**src/rtl/fetch.sv**
```systemverilog
// fetch: instruction fetch stage with reset-vector load, variable-length decode and redirect
module fetch #(
  parameter logic        USE_VECTOR = 1'b1,
  parameter logic [15:0] RST_VECTOR = 16'hFFFC,
  parameter logic [15:0] RESET_PC   = 16'h0200
) (
  input  logic        clk,
  input  logic        rst_n,
  output logic        mem_rd,
  output logic [15:0] mem_addr,
  input  logic [7:0]  mem_rdata,
  input  logic        redirect_valid,
  input  logic [15:0] redirect_pc,
  output logic        instr_valid,
  input  logic        instr_ready,
  output logic [7:0]  instr,
  output logic [15:0] operand,
  output logic [15:0] instr_pc,
  output logic [1:0]  instr_len
);
  typedef enum logic [2:0] {VECL, VECH, VHI, OPC, OPD, OP1, OP2, HOLD} state_t;
  state_t st, nxt;
  logic [15:0] pc, addr, res_opr;
  logic [7:0] op_q, lo_q, res_op;
  logic [1:0] len_q, l, res_len;
  logic rd, done;
  function automatic logic [1:0] len_of(input logic [7:0] o);
    len_of = (o[1:0] == 2'b11 || o == 8'h00 || o == 8'h40 || o == 8'h60) ? 2'd1 :
             o == 8'h20 ? 2'd3 :
             (o[1:0] != 2'b01 && o[3:2] == 2'b10) ? 2'd1 :
             (o[3:2] == 2'b11 || (o[1:0] == 2'b01 && o[4:2] == 3'b110)) ? 2'd3 : 2'd2;
  endfunction
  assign l = len_of(mem_rdata);
  always_comb begin
    nxt = st;
    rd = 1'b0;
    addr = pc;
    case (st)
      VECL: begin rd = 1'b1; addr = RST_VECTOR; nxt = VECH; end
      VECH: begin rd = 1'b1; addr = RST_VECTOR + 16'd1; nxt = VHI; end
      VHI:  nxt = OPC;
      OPC:  begin rd = 1'b1; nxt = OPD; end
      OPD:  begin rd = l != 2'd1; addr = pc + 16'd1; nxt = l == 2'd1 ? HOLD : OP1; end
      OP1:  begin rd = len_q == 2'd3; addr = pc + 16'd2; nxt = len_q == 2'd3 ? OP2 : HOLD; end
      OP2:  nxt = HOLD;
      HOLD: begin rd = instr_ready; addr = pc + {14'd0, instr_len}; nxt = instr_ready ? OPD : HOLD; end
    endcase
    if (redirect_valid) begin
      rd = 1'b0;
      nxt = OPC;
    end
  end
  // the read strobe is held off while reset is asserted even though the state is VECL
  assign mem_rd = rd & rst_n;
  assign mem_addr = mem_rd ? addr : 16'h0000;
  assign done = (st == OPD && l == 2'd1) || (st == OP1 && len_q == 2'd2) || st == OP2;
  assign res_op = st == OPD ? mem_rdata : op_q;
  assign res_opr = st == OP2 ? {mem_rdata, lo_q} : st == OP1 ? {8'h00, mem_rdata} : 16'h0000;
  assign res_len = st == OPD ? 2'd1 : st == OP1 ? 2'd2 : 2'd3;
  always_ff @(posedge clk or negedge rst_n) begin
    if (!rst_n) begin
      st <= USE_VECTOR ? VECL : OPC;
      pc <= USE_VECTOR ? 16'h0000 : RESET_PC;
      op_q <= 8'h00;
      lo_q <= 8'h00;
      len_q <= 2'd0;
      instr_valid <= 1'b0;
      instr <= 8'h00;
      operand <= 16'h0000;
      instr_pc <= 16'h0000;
      instr_len <= 2'd0;
    end else begin
      st <= nxt;
      if (redirect_valid) begin
        pc <= redirect_pc;
        instr_valid <= 1'b0;
      end else begin
        if (st == VECH || st == OP1) lo_q <= mem_rdata;
        if (st == VHI) pc <= {mem_rdata, lo_q};
        if (st == OPD) begin
          op_q <= mem_rdata;
          len_q <= l;
        end
        if (st == HOLD && instr_ready) begin
          pc <= pc + {14'd0, instr_len};
          instr_valid <= 1'b0;
        end
        if (done) begin
          instr_valid <= 1'b1;
          instr <= res_op;
          operand <= res_opr;
          instr_pc <= pc;
          instr_len <= res_len;
        end
      end
    end
  end
endmodule
```
**config.mk**
```make
export PLATFORM = sky130hd
export DESIGN_NAME = fetch
export DESIGN_NICKNAME = d
export VERILOG_FILES = /design/src/rtl/fetch.sv
export SDC_FILE = /design/constraint.sdc
export NUM_CORES = 1
export LEC_CHECK = 0
export ABC_AREA = 1
export CORE_MARGIN = 2
export CORE_UTILIZATION = 45
export CTS_BUF_LIST = sky130_fd_sc_hd__clkbuf_16
export CTS_CLUSTER_SIZE = 14
export DETAILED_ROUTE_END_ITERATION = 16
export HOLD_SLACK_MARGIN = 0.05
export PLACE_DENSITY = 0.76
export SYNTH_ARGS = -nofsm -noshare
export SYNTH_HDL_FRONTEND = slang
export SYNTH_SLANG_ARGS = --single-unit
```
**constraint.sdc**
```tcl
create_clock -name clk -period 6.08 [get_ports clk]
set_input_delay 1.824 -clock clk [delete_from_list [all_inputs] [get_ports clk]]
set_output_delay 1.824 -clock clk [all_outputs]
set_load 0.03 [all_outputs]
```
==> results.toml, run 1 <==
[final_layout]
final_layout_size_suffix_gt1_share_pct = 8.146
seqCellArea_mm2 = 0.002002
layout.cells.non_filler = 990
fillers = 1101
n_antenna_cell = 0
nNetsFinal = 875
syn_to_final_growth_pct = 22.37
multi_input_area_mm2 = 0.002803

[route]
drc = 0
wl_per_cell_um = 17.36
viasPerCell = 5.703
drt.antenna.violating_nets = 0
num_vias = 5646
routed_wl_mm = 17.19
dr.pass1.iters = 5
initialDrtViolationCount = 578

[yosys]
netlist_instances = 775
yosysWarnings = 0
syn_area_mm2 = 0.005207
synthArstFlopShare_pct = 100.0
ys_types = 33
synth_area_per_cell_um2 = 6.719
synth_edf_count = 0
ys.flop_type = "dfrtp_1"
ys_seq_area_share_pct = 38.44
synth_seq_cells = 80
syn-num-nets = 808

[worst_setup_path]
critPathKind = "in2out"
critPathLaunchType = "primary input"
r2r_slack_ns = 3.37
timing.rr.start = "st[0]"
worstPathArrival_ns = 3.67
worstSetupEndpointType = "primary output"
cp_slowest_cell = "clkdlybuf4s50_1"
cp-startpoint = "mem_rdata[5]"
required_ns = 4.26
cpPeakStageDelay_ns = 0.55
worst-path-buf-inv = 3
path_cells = "clkdlybuf4s50_1, inv_1, o21a_1, nand2_1, nand4_1, nand2_4, nand2_4, nor2_1, buf_4"
path_delay_family = "buffers and inverters"
cp_common_cell = "nand2_4"
crit_fanout = 10

[die]
start_util_pct = 45.80
die_height_um = 111.6
core.rowCount = 39
ios = 88
dieArea_mm2 = 0.01245
dieWidth_um = 111.6
core-area_mm2 = 0.01137

[cts]
cts_tree = "built"
cts_buffers = 9
worstSkewPairLatency_ns = 0.35
ctsLongestPathBuffers = 2
cts.sinks = 80
cts_resized = 0
cts_setup_buffers = 0
cts_hold_buf = 0
htreeDepth = 3
clk_pin_slew_ns = 0.07
cts-root-buf = "clkbuf_16"

[place]
dp_hpwl_mm = 12.45
io_buffers = 87
placed_cells = 974
gp_congestion = 0.9864
dp_slack_ns = 0.6416

[sta]
setup_ws_ns = 0.5826
rsz0062_at_grt = "no"
finalCriticalPeriod_ns = 5.497
worst_pin_slew_ns = 0.8250
tns_ns = 0
finalHoldViolations = 0
fin_worst_skew_ns = 0.01097
relSlewSlack_pct = 44.81
setup_violations = 0
finalCritPeriodShare_pct = 90.42
fmax_mhz = 181.9
slew_violations = 0

[job]
cap_violations = 0

[min_path]
hold_start = "operand[5]"
hold_class = "reg2reg"

[global_route]
grt_usage_pct = 27.99
grt_pass1_wl_mm = 27.53
grt_max_degree = 48
grt.overflow.total = 0
grt_pass1_vias = 5054
grt_antenna_before_repair = 0

[power_and_ir_drop]
peakVddDrop_mv = 0.2442
leakagePower_nw = 3.075
p_per_area_mw_per_mm2 = 448.3

[status]
status = "complete, no violations"
## Yosys cell counts, types with 7 or more instances
master,n,area share (%)
clkbuf_1,11,0.79
inv_2,9,0.65
o21ai_0,61,5.9
nand2_1,250,18
dfrtp_1,80,38
o22ai_1,11,1.3
buf_2,19,1.8
o21ai_1,7,0.67
nor2_1,85,6.1
nand4_1,13,1.6
inv_1,46,3.3
a21oi_1,20,1.9
nand3_1,114,11
## path summary, 6_finish.rpt
kind / cells past startpoint / endpoint
min reg2reg: 2 / operand[5]
min: 2 / operand[5]
max reg2reg: 8 / instr_pc[5]
max in group asynchronous: 2 / instr_pc[8]
min in group asynchronous: 1 / op_q[3]
max: 9 / mem_addr[6]
## metrics by stage
stage / power (mW) / hold slack [ns] / utilization [%] / cell area, um2
final: 2.857 / 0.4704 / 56.05 / 6372
after global routing: 3.035 / 0.5004 / 56.05 / 6372
after CTS: 2.849 / 0.4755 / 56.05 / 6372
after detailed placement: 2.270 / 0.4599 / 53.31 / 6061
after global placement: 2.254 / 0.4533 / 53.31 / 6061
after floorplan: 1.761 / 0.4530 / - / 5207
## sequential cells by signal, indices dropped and copies added, names as in the netlist
name	cells
instr_pc	16
operand	16
pc	16
instr	8
lo_q	8
op_q	8
st	3
instr_len	2
len_q	2
instr_valid	1
## report_power, final
part | leakage (nW) | switching (mW) | internal (mW)
logic | 1.92 | 0.846 | 0.476
clock network | 0.150 | 0.252 | 0.328
registers | 1.00 | 0.207 | 0.749
total | 3.07 | 1.30 | 1.55
## per-layer routing
layer	track usage, %	vias to the layer above	share of wire (%)
met2	41.59	304	44
met1	42.02	2631	45
met5	0	-	0
li1	-	2683	-
met4	9.218	0	2.3
met3	4.246	28	8.9
## area by class of cell
cell class	instances	share of cell area [%]
clock inverter	7	1.355
tap	143	2.808
multi-input combinational	603	43.98
sequential	80	31.42
timing repair buffer	93	13.67
clock buffer	9	3.534
inverter	55	3.240
## logic make-up (layout without fill, tap and decap cells)
| family | after synthesis | count (layout) | share of synthesized area, % |
|---|---|---|---|
| buffers and inverters | 92 | 164 | 7.737 |
| AND/OR/NAND/NOR | 481 | 481 | 39.91 |
| AO/OA/AOI/OAI | 112 | 112 | 11.73 |
| flip-flops | 80 | 80 | 38.44 |
| XOR/XNOR | 5 | 5 | 0.8409 |
| adder cells (fa/ha/maj) | 5 | 5 | 1.346 |
## cells in the final DEF (no fill, tap or decap), drive strengths merged
cell type	n
nand2	257
nand3	115
nor2	91
dfrtp	80
clkdlybuf4s50	69
o21ai	69
inv	59
buf	24
a21oi	22
nand4	13
o22ai	11
clkbuf	9
xor2	5
o211ai	4
ha	4
nor3	4
a211oi	3
a22oi	2
o21a	1
or2	1
fa	1
clkinvlp	1
bufinv	1
clkinv	1
## tightest hold or removal path: stages, from the launching register on
cell and delay, ns:
dfrtp_1 0.35, nand2_1 0.05, nand2_1 0.04
(Power assumes the default switching activity.)
==> run 2: changes to the inputs <==
--- a/config.mk
+++ b/config.mk
@@ -6,13 +6,16 @@
 export NUM_CORES = 1
 export LEC_CHECK = 0
 export ABC_AREA = 1
+export CELL_PAD_IN_SITES_DETAIL_PLACEMENT = 1
+export CELL_PAD_IN_SITES_GLOBAL_PLACEMENT = 2
 export CORE_MARGIN = 2
-export CORE_UTILIZATION = 45
+export CORE_UTILIZATION = 32
 export CTS_BUF_LIST = sky130_fd_sc_hd__clkbuf_16
 export CTS_CLUSTER_SIZE = 14
 export DETAILED_ROUTE_END_ITERATION = 16
 export HOLD_SLACK_MARGIN = 0.05
-export PLACE_DENSITY = 0.76
+export PLACE_DENSITY = 0.94
+export RECOVER_POWER = 25
 export SYNTH_ARGS = -nofsm -noshare
 export SYNTH_HDL_FRONTEND = slang
 export SYNTH_SLANG_ARGS = --single-unit
==> run 2 against run 1 <==
Compared with the run above: the run now ends with max-capacitance violations, max-slew violations left; via count increased by 0.48%; non-clock buffer count unchanged; final area increased by 2.1%; wire length increased by 16%; critical path depth unchanged; die area increased by 39%; utilization decreased by 15 points; clock power increased by 1%; global-route usage decreased by 4.7 points.
==> results.toml, run 2 (synthesis gave the netlist of run 1 again) <==
[worst_setup_path]
worstSetupEndpointType = "primary output"
required_ns = 4.26
cpPeakStageDelay_ns = 0.56
critPathKind = "in2out"
r2r_slack_ns = 3.20
worstPathArrival_ns = 3.72
path_cells = "clkdlybuf4s50_1, inv_1, o21a_1, nand2_1, nand4_1, nand2_4, nand2_4, nor2_1, buf_4"
critPathLaunchType = "primary input"
cp_common_cell = "nand2_4"
cp_slowest_cell = "clkdlybuf4s50_1"
crit_fanout = 10

[global_route]
grt_usage_pct = 23.27
grt_antenna_before_repair = 0
grt_pass1_vias = 5655
met3_usage_pct = 3.125
grt_max_degree = 81
grtUsageMet2_pct = 37.03
grt_util_met1_pct = 32.40
grt.overflow.total = 0
top_usage_layer = "met2"
grt_pass1_wl_mm = 31.54

[status]
violations = "max-capacitance violations, max-slew violations"
status = "finished, violations left"

[route]
dr.pass1.iters = 4
wl_per_cell_um = 18.82
viasPerCell = 5.337
routed_wl_mm = 20.01
drt.antenna.violating_nets = 0
num_vias = 5673
drc = 0
initialDrtViolationCount = 404

[final_layout]
final_cell_mix = "nand2_1 (250), nand3_1 (114), nor2_1 (85)"
n_antenna_cell = 0
largest_registers = "instr_pc: 16 flops, operand: 16 flops, pc: 16 flops"
final_layout_size_suffix_gt1_share_pct = 7.792
syn_to_final_growth_pct = 24.96
fin_area_mm2 = 0.006507
nNetsFinal = 875
final_common_cell = "nand2_1"

[cts]
cts_setup_buffers = 0
ctsLongestPathBuffers = 2
clk_pin_slew_ns = 0.06
cts_hold_buf = 0
cts_resized = 0
htreeDepth = 3
cts.sinks = 80
cts_buffers = 9
worstSkewPairLatency_ns = 0.36
cts_tree = "built"
cts-root-buf = "clkbuf_16"

[sta]
worst_pin_slew_ns = 2.050
rsz0062_at_grt = "no"
slew_violations = 81
setup_violations = 0
fmax_mhz = 180.3
relSlewSlack_pct = -36.69
fin_worst_skew_ns = 0.01283
finalHoldViolations = 0
finalCritPeriodShare_pct = 91.24
finalCriticalPeriod_ns = 5.547
tns_ns = 0

[power_and_ir_drop]
p_comb_share_pct = 46.6
p_int_mw = 1.589
seqPwrFrac_pct = 33.3
p_sw_share_pct = 45.44
pwr-share-clk_pct = 20.1
total_power_mw = 2.912
net-switching-power_mw = 1.323
p_per_area_mw_per_mm2 = 447.4
peakVddDrop_mv = 0.1770
leakagePower_nw = 3.090

[place]
io_buffers = 87
dp_hpwl_mm = 14.53
gp_congestion = 0.9098
place_area_mm2 = 0.006202

[die]
dieWidth_um = 131.6
ios = 88
die_height_um = 131.6
core.rowCount = 46
start_util_pct = 32.78
core-area_mm2 = 0.01589
dieArea_mm2 = 0.01731

[min_path]
hold_class = "reg2reg"

[job]
cap_violations = 1
[run 2: cell types whose count changed in the layout (fill, tap and decap cells not counted), moves of 2 or more]
cell	change
inv_8	-2
buf_12	+4
clkinv_2	+2
buf_4	-7
[run 2: area by class of cell]
| cell class | instances | area, um2 |
|---|---|---|
| inverters | 55 | 206.4 |
| multi-input cells | 603 | 2803 |
| flip-flops and latches | 80 | 2002 |
| clock inverters | 7 | 86.33 |
| clock buffers | 9 | 225.2 |
| fillers | 2067 | 9378 |
| well taps | 216 | 270.3 |
| repair buffers | 93 | 914.6 |
[run 2: path summary, 6_finish.rpt]
path / from / to / depth (start not counted)
setup / recovery: mem_rdata[5] / mem_addr[6] / 9
hold reg to reg: instr_pc[3] / instr_pc[3] / 2
max in group asynchronous: rst_n / instr[4] / 2
min in group asynchronous: rst_n / instr[2] / 2
hold / removal: instr_pc[3] / instr_pc[3] / 2
setup reg to reg: st[0] / instr_pc[7] / 8
[run 2: metal layers]
metal,up-vias,part of all wire [%]
li1,2674,-
met1,2801,46
met2,171,46
met3,27,5.0
met4,0,2.4
met5,-,0
[run 2: critical path: cells and delay by family]
kind	cells	cell delay, ns
AOI/OAI and AO/OA	1	0.19
buffers and inverters	3	0.88
and+or+nand+nor	5	0.80
[run 2: power by group through the flow]
stage | clock, mW | sequential (mW) | combinational (mW)
2_1_floorplan | 0 | 1.13 | 0.628
3_3_place_gp | 0 | 0.964 | 1.33
3_5_place_dp | 0 | 0.975 | 1.35
4_1_cts | 0.596 | 0.967 | 1.36
5_1_grt | 0.613 | 0.998 | 1.48
6_report | 0.585 | 0.969 | 1.36
[run 2: metrics by stage]
step           util, %  setup slack [ns]  instances  hold slack (ns)
6_report         40.97            0.5329       1063           0.4679
4_1_cts          41.01            0.5299       1063           0.4719
3_5_place_dp     39.04            0.5326       1047           0.4574
3_3_place_gp     39.04            0.6172       1047           0.4535
5_1_grt          40.97            0.4429       1063           0.4961
2_1_floorplan        -             1.168        775           0.4530
==> run 3: changes to the inputs <==
--- a/config.mk
+++ b/config.mk
@@ -6,6 +6,7 @@
 export NUM_CORES = 1
 export LEC_CHECK = 0
 export ABC_AREA = 1
+export ABC_CLOCK_PERIOD_IN_PS = 6080
 export CELL_PAD_IN_SITES_DETAIL_PLACEMENT = 1
 export CELL_PAD_IN_SITES_GLOBAL_PLACEMENT = 2
 export CORE_MARGIN = 2
@@ -13,6 +14,7 @@
 export CTS_BUF_LIST = sky130_fd_sc_hd__clkbuf_16
 export CTS_CLUSTER_SIZE = 14
 export DETAILED_ROUTE_END_ITERATION = 16
+export GPL_TIMING_DRIVEN = 0
 export HOLD_SLACK_MARGIN = 0.05
 export PLACE_DENSITY = 0.94
 export RECOVER_POWER = 25
==> run 3 against run 2 <==
Compared with the run above: cell count is 3.2% higher; utilization is 1.4 points higher; combinational power is 5% higher; global-route usage grew 1.5 points; clock skew shrank 0.0057 ns; first-iteration DRC count grew 24%; final area increased by 3.5%; sequential cell count unchanged; highest routed layer unchanged; the run still ends with max-capacitance violations, max-slew violations left; hold slack better by 0.00070 ns; critical path type unchanged; sequential power down 3.8%; largest power group unchanged.
==> results.toml, run 3 (synthesis gave the netlist of run 1 again) <==
[sta]
fmax_mhz = 167.2
slew_violations = 69
worst_pin_slew_ns = 3.752
relSlewSlack_pct = -150.1
setup_ws_ns = 0.09973
finalCriticalPeriod_ns = 5.980
whs_ns = 0.4686
fin_worst_skew_ns = 0.007147
setup_violations = 0
finalHoldViolations = 0
finalCritPeriodShare_pct = 98.36
rsz0062_at_grt = "no"

[route]
num_vias = 5859
drt.antenna.violating_nets = 0
viasPerCell = 5.341
routed_wl_mm = 20.93
drc = 0
wl_per_cell_um = 19.08
initialDrtViolationCount = 499
dr.pass1.iters = 5

[worst_setup_path]
worstSetupEndpointType = "primary output"
cpPeakStageDelay_ns = 0.67
r2r_slack_ns = 3.76
cp_slowest_cell = "clkdlybuf4s50_1"
critPathKind = "in2out"
path_cells = "clkdlybuf4s50_1, inv_2, o211ai_1, nand4_1, nand2_4, nand2_4, inv_1, clkdlybuf4s50_1"
worstPathArrival_ns = 4.16
required_ns = 4.26
critPathLaunchType = "primary input"
crit_fanout = 10

[cts]
clk_pin_slew_ns = 0.06
ctsLongestPathBuffers = 2
cts_tree = "built"
cts.sinks = 80
cts-root-buf = "clkbuf_16"
worstSkewPairLatency_ns = 0.36
cts_hold_buf = 0
cts_buffers = 9
htreeDepth = 3

[die]
ios = 88
core-area_mm2 = 0.01589
dieWidth_um = 131.6
core.rowCount = 46
die_height_um = 131.6
start_util_pct = 32.78
dieArea_mm2 = 0.01731

[global_route]
grt.overflow.total = 0
grt_max_degree = 69
grt_usage_pct = 24.73
grt_pass1_vias = 5907
grt_pass1_wl_mm = 33.62
grt_antenna_before_repair = 0

[place]
gp_congestion = 0.9615
io_buffers = 87
dp_slack_ns = -0.3295
place_area_mm2 = 0.006374
dp_hpwl_mm = 15.80

[final_layout]
seqCellArea_mm2 = 0.002002
fin_area_mm2 = 0.006736
syn_to_final_growth_pct = 29.36
n_antenna_cell = 0
final_cell_mix = "nand2_1 (250), nand3_1 (114), nor2_1 (85)"
final_layout_size_suffix_gt1_share_pct = 8.286
largest_registers = "instr_pc: 16 flops, operand: 16 flops, pc: 16 flops"
nNetsFinal = 909
fillers = 2069
final_common_cell = "nand2_1"
multi_input_area_mm2 = 0.002809

[status]
violations = "max-capacitance violations, max-slew violations"
status = "finished, violations left"

[min_path]
hold_class = "reg2reg"

[power_and_ir_drop]
p_per_area_mw_per_mm2 = 445.3
peakVddDrop_mv = 0.1752
leakagePower_nw = 3.333

[job]
cap_violations = 1
run 3: repair_timing:
item	in CTS	in global routing
resized for setup	2	9
pin swaps	1	0
endpoints found under the setup margin	17	9
setup buffers	2	0
run 3: metrics by stage:
| step | util [%] | cells | setup TNS, ns | power [mW] |
|---|---|---|---|---|
| 6_report | 42.41 | 1097 | 0 | 3.000 |
| 5_1_grt | 42.41 | 1097 | 0 | 3.186 |
| 4_1_cts | 42.41 | 1097 | 0 | 3.010 |
| 3_5_place_dp | 40.12 | 1079 | -2.958 | 2.359 |
| 3_3_place_gp | 39.97 | 1078 | -49.54 | 2.315 |
| 2_1_floorplan | - | 775 | 0 | 1.761 |
run 3: report_power, final:
group          internal, mW  switching [mW]  total (mW)
combinational         0.502           0.931        1.43
clock                 0.402           0.234       0.635
sequential            0.751           0.181       0.932
total                  1.65            1.35        3.00
run 3: worst max-delay path: cells and delay by family:
kind / cells / cell delay (ns)
buf+inv: 4 / 1.55
compound gates: 1 / 0.23
simple gates: 3 / 0.54
run 3: metal layers:
| layer | vias to the layer above | global-route usage, % | part of all wire [%] |
|---|---|---|---|
| li1 | 2753 | - | - |
| met1 | 2880 | 35.12 | 46 |
| met2 | 204 | 39.62 | 46 |
| met3 | 22 | 4.051 | 6.5 |
| met4 | 0 | 5.374 | 1.4 |
| met5 | - | 0 | 0 |
run 3: final timing paths:
path,from,to,cells after the start
max in group asynchronous,rst_n,instr_pc[11],2
max reg2reg,pc[0],pc[8],10
max,mem_rdata[0],mem_rd,8
min,instr[3],instr[3],2
min in group asynchronous,rst_n,op_q[0],1
min reg2reg,instr[3],instr[3],2
run 3: area by class of cell:
type / instances / area share, %
Tap cell: 216 / 4.012
Inverter: 55 / 3.065
Sequential cell: 80 / 29.72
Buffer: 37 / 2.916
Clock inverter: 7 / 1.764
Timing Repair Buffer: 90 / 13.48
Clock buffer: 9 / 3.343
Multi-Input combinational cell: 603 / 41.70
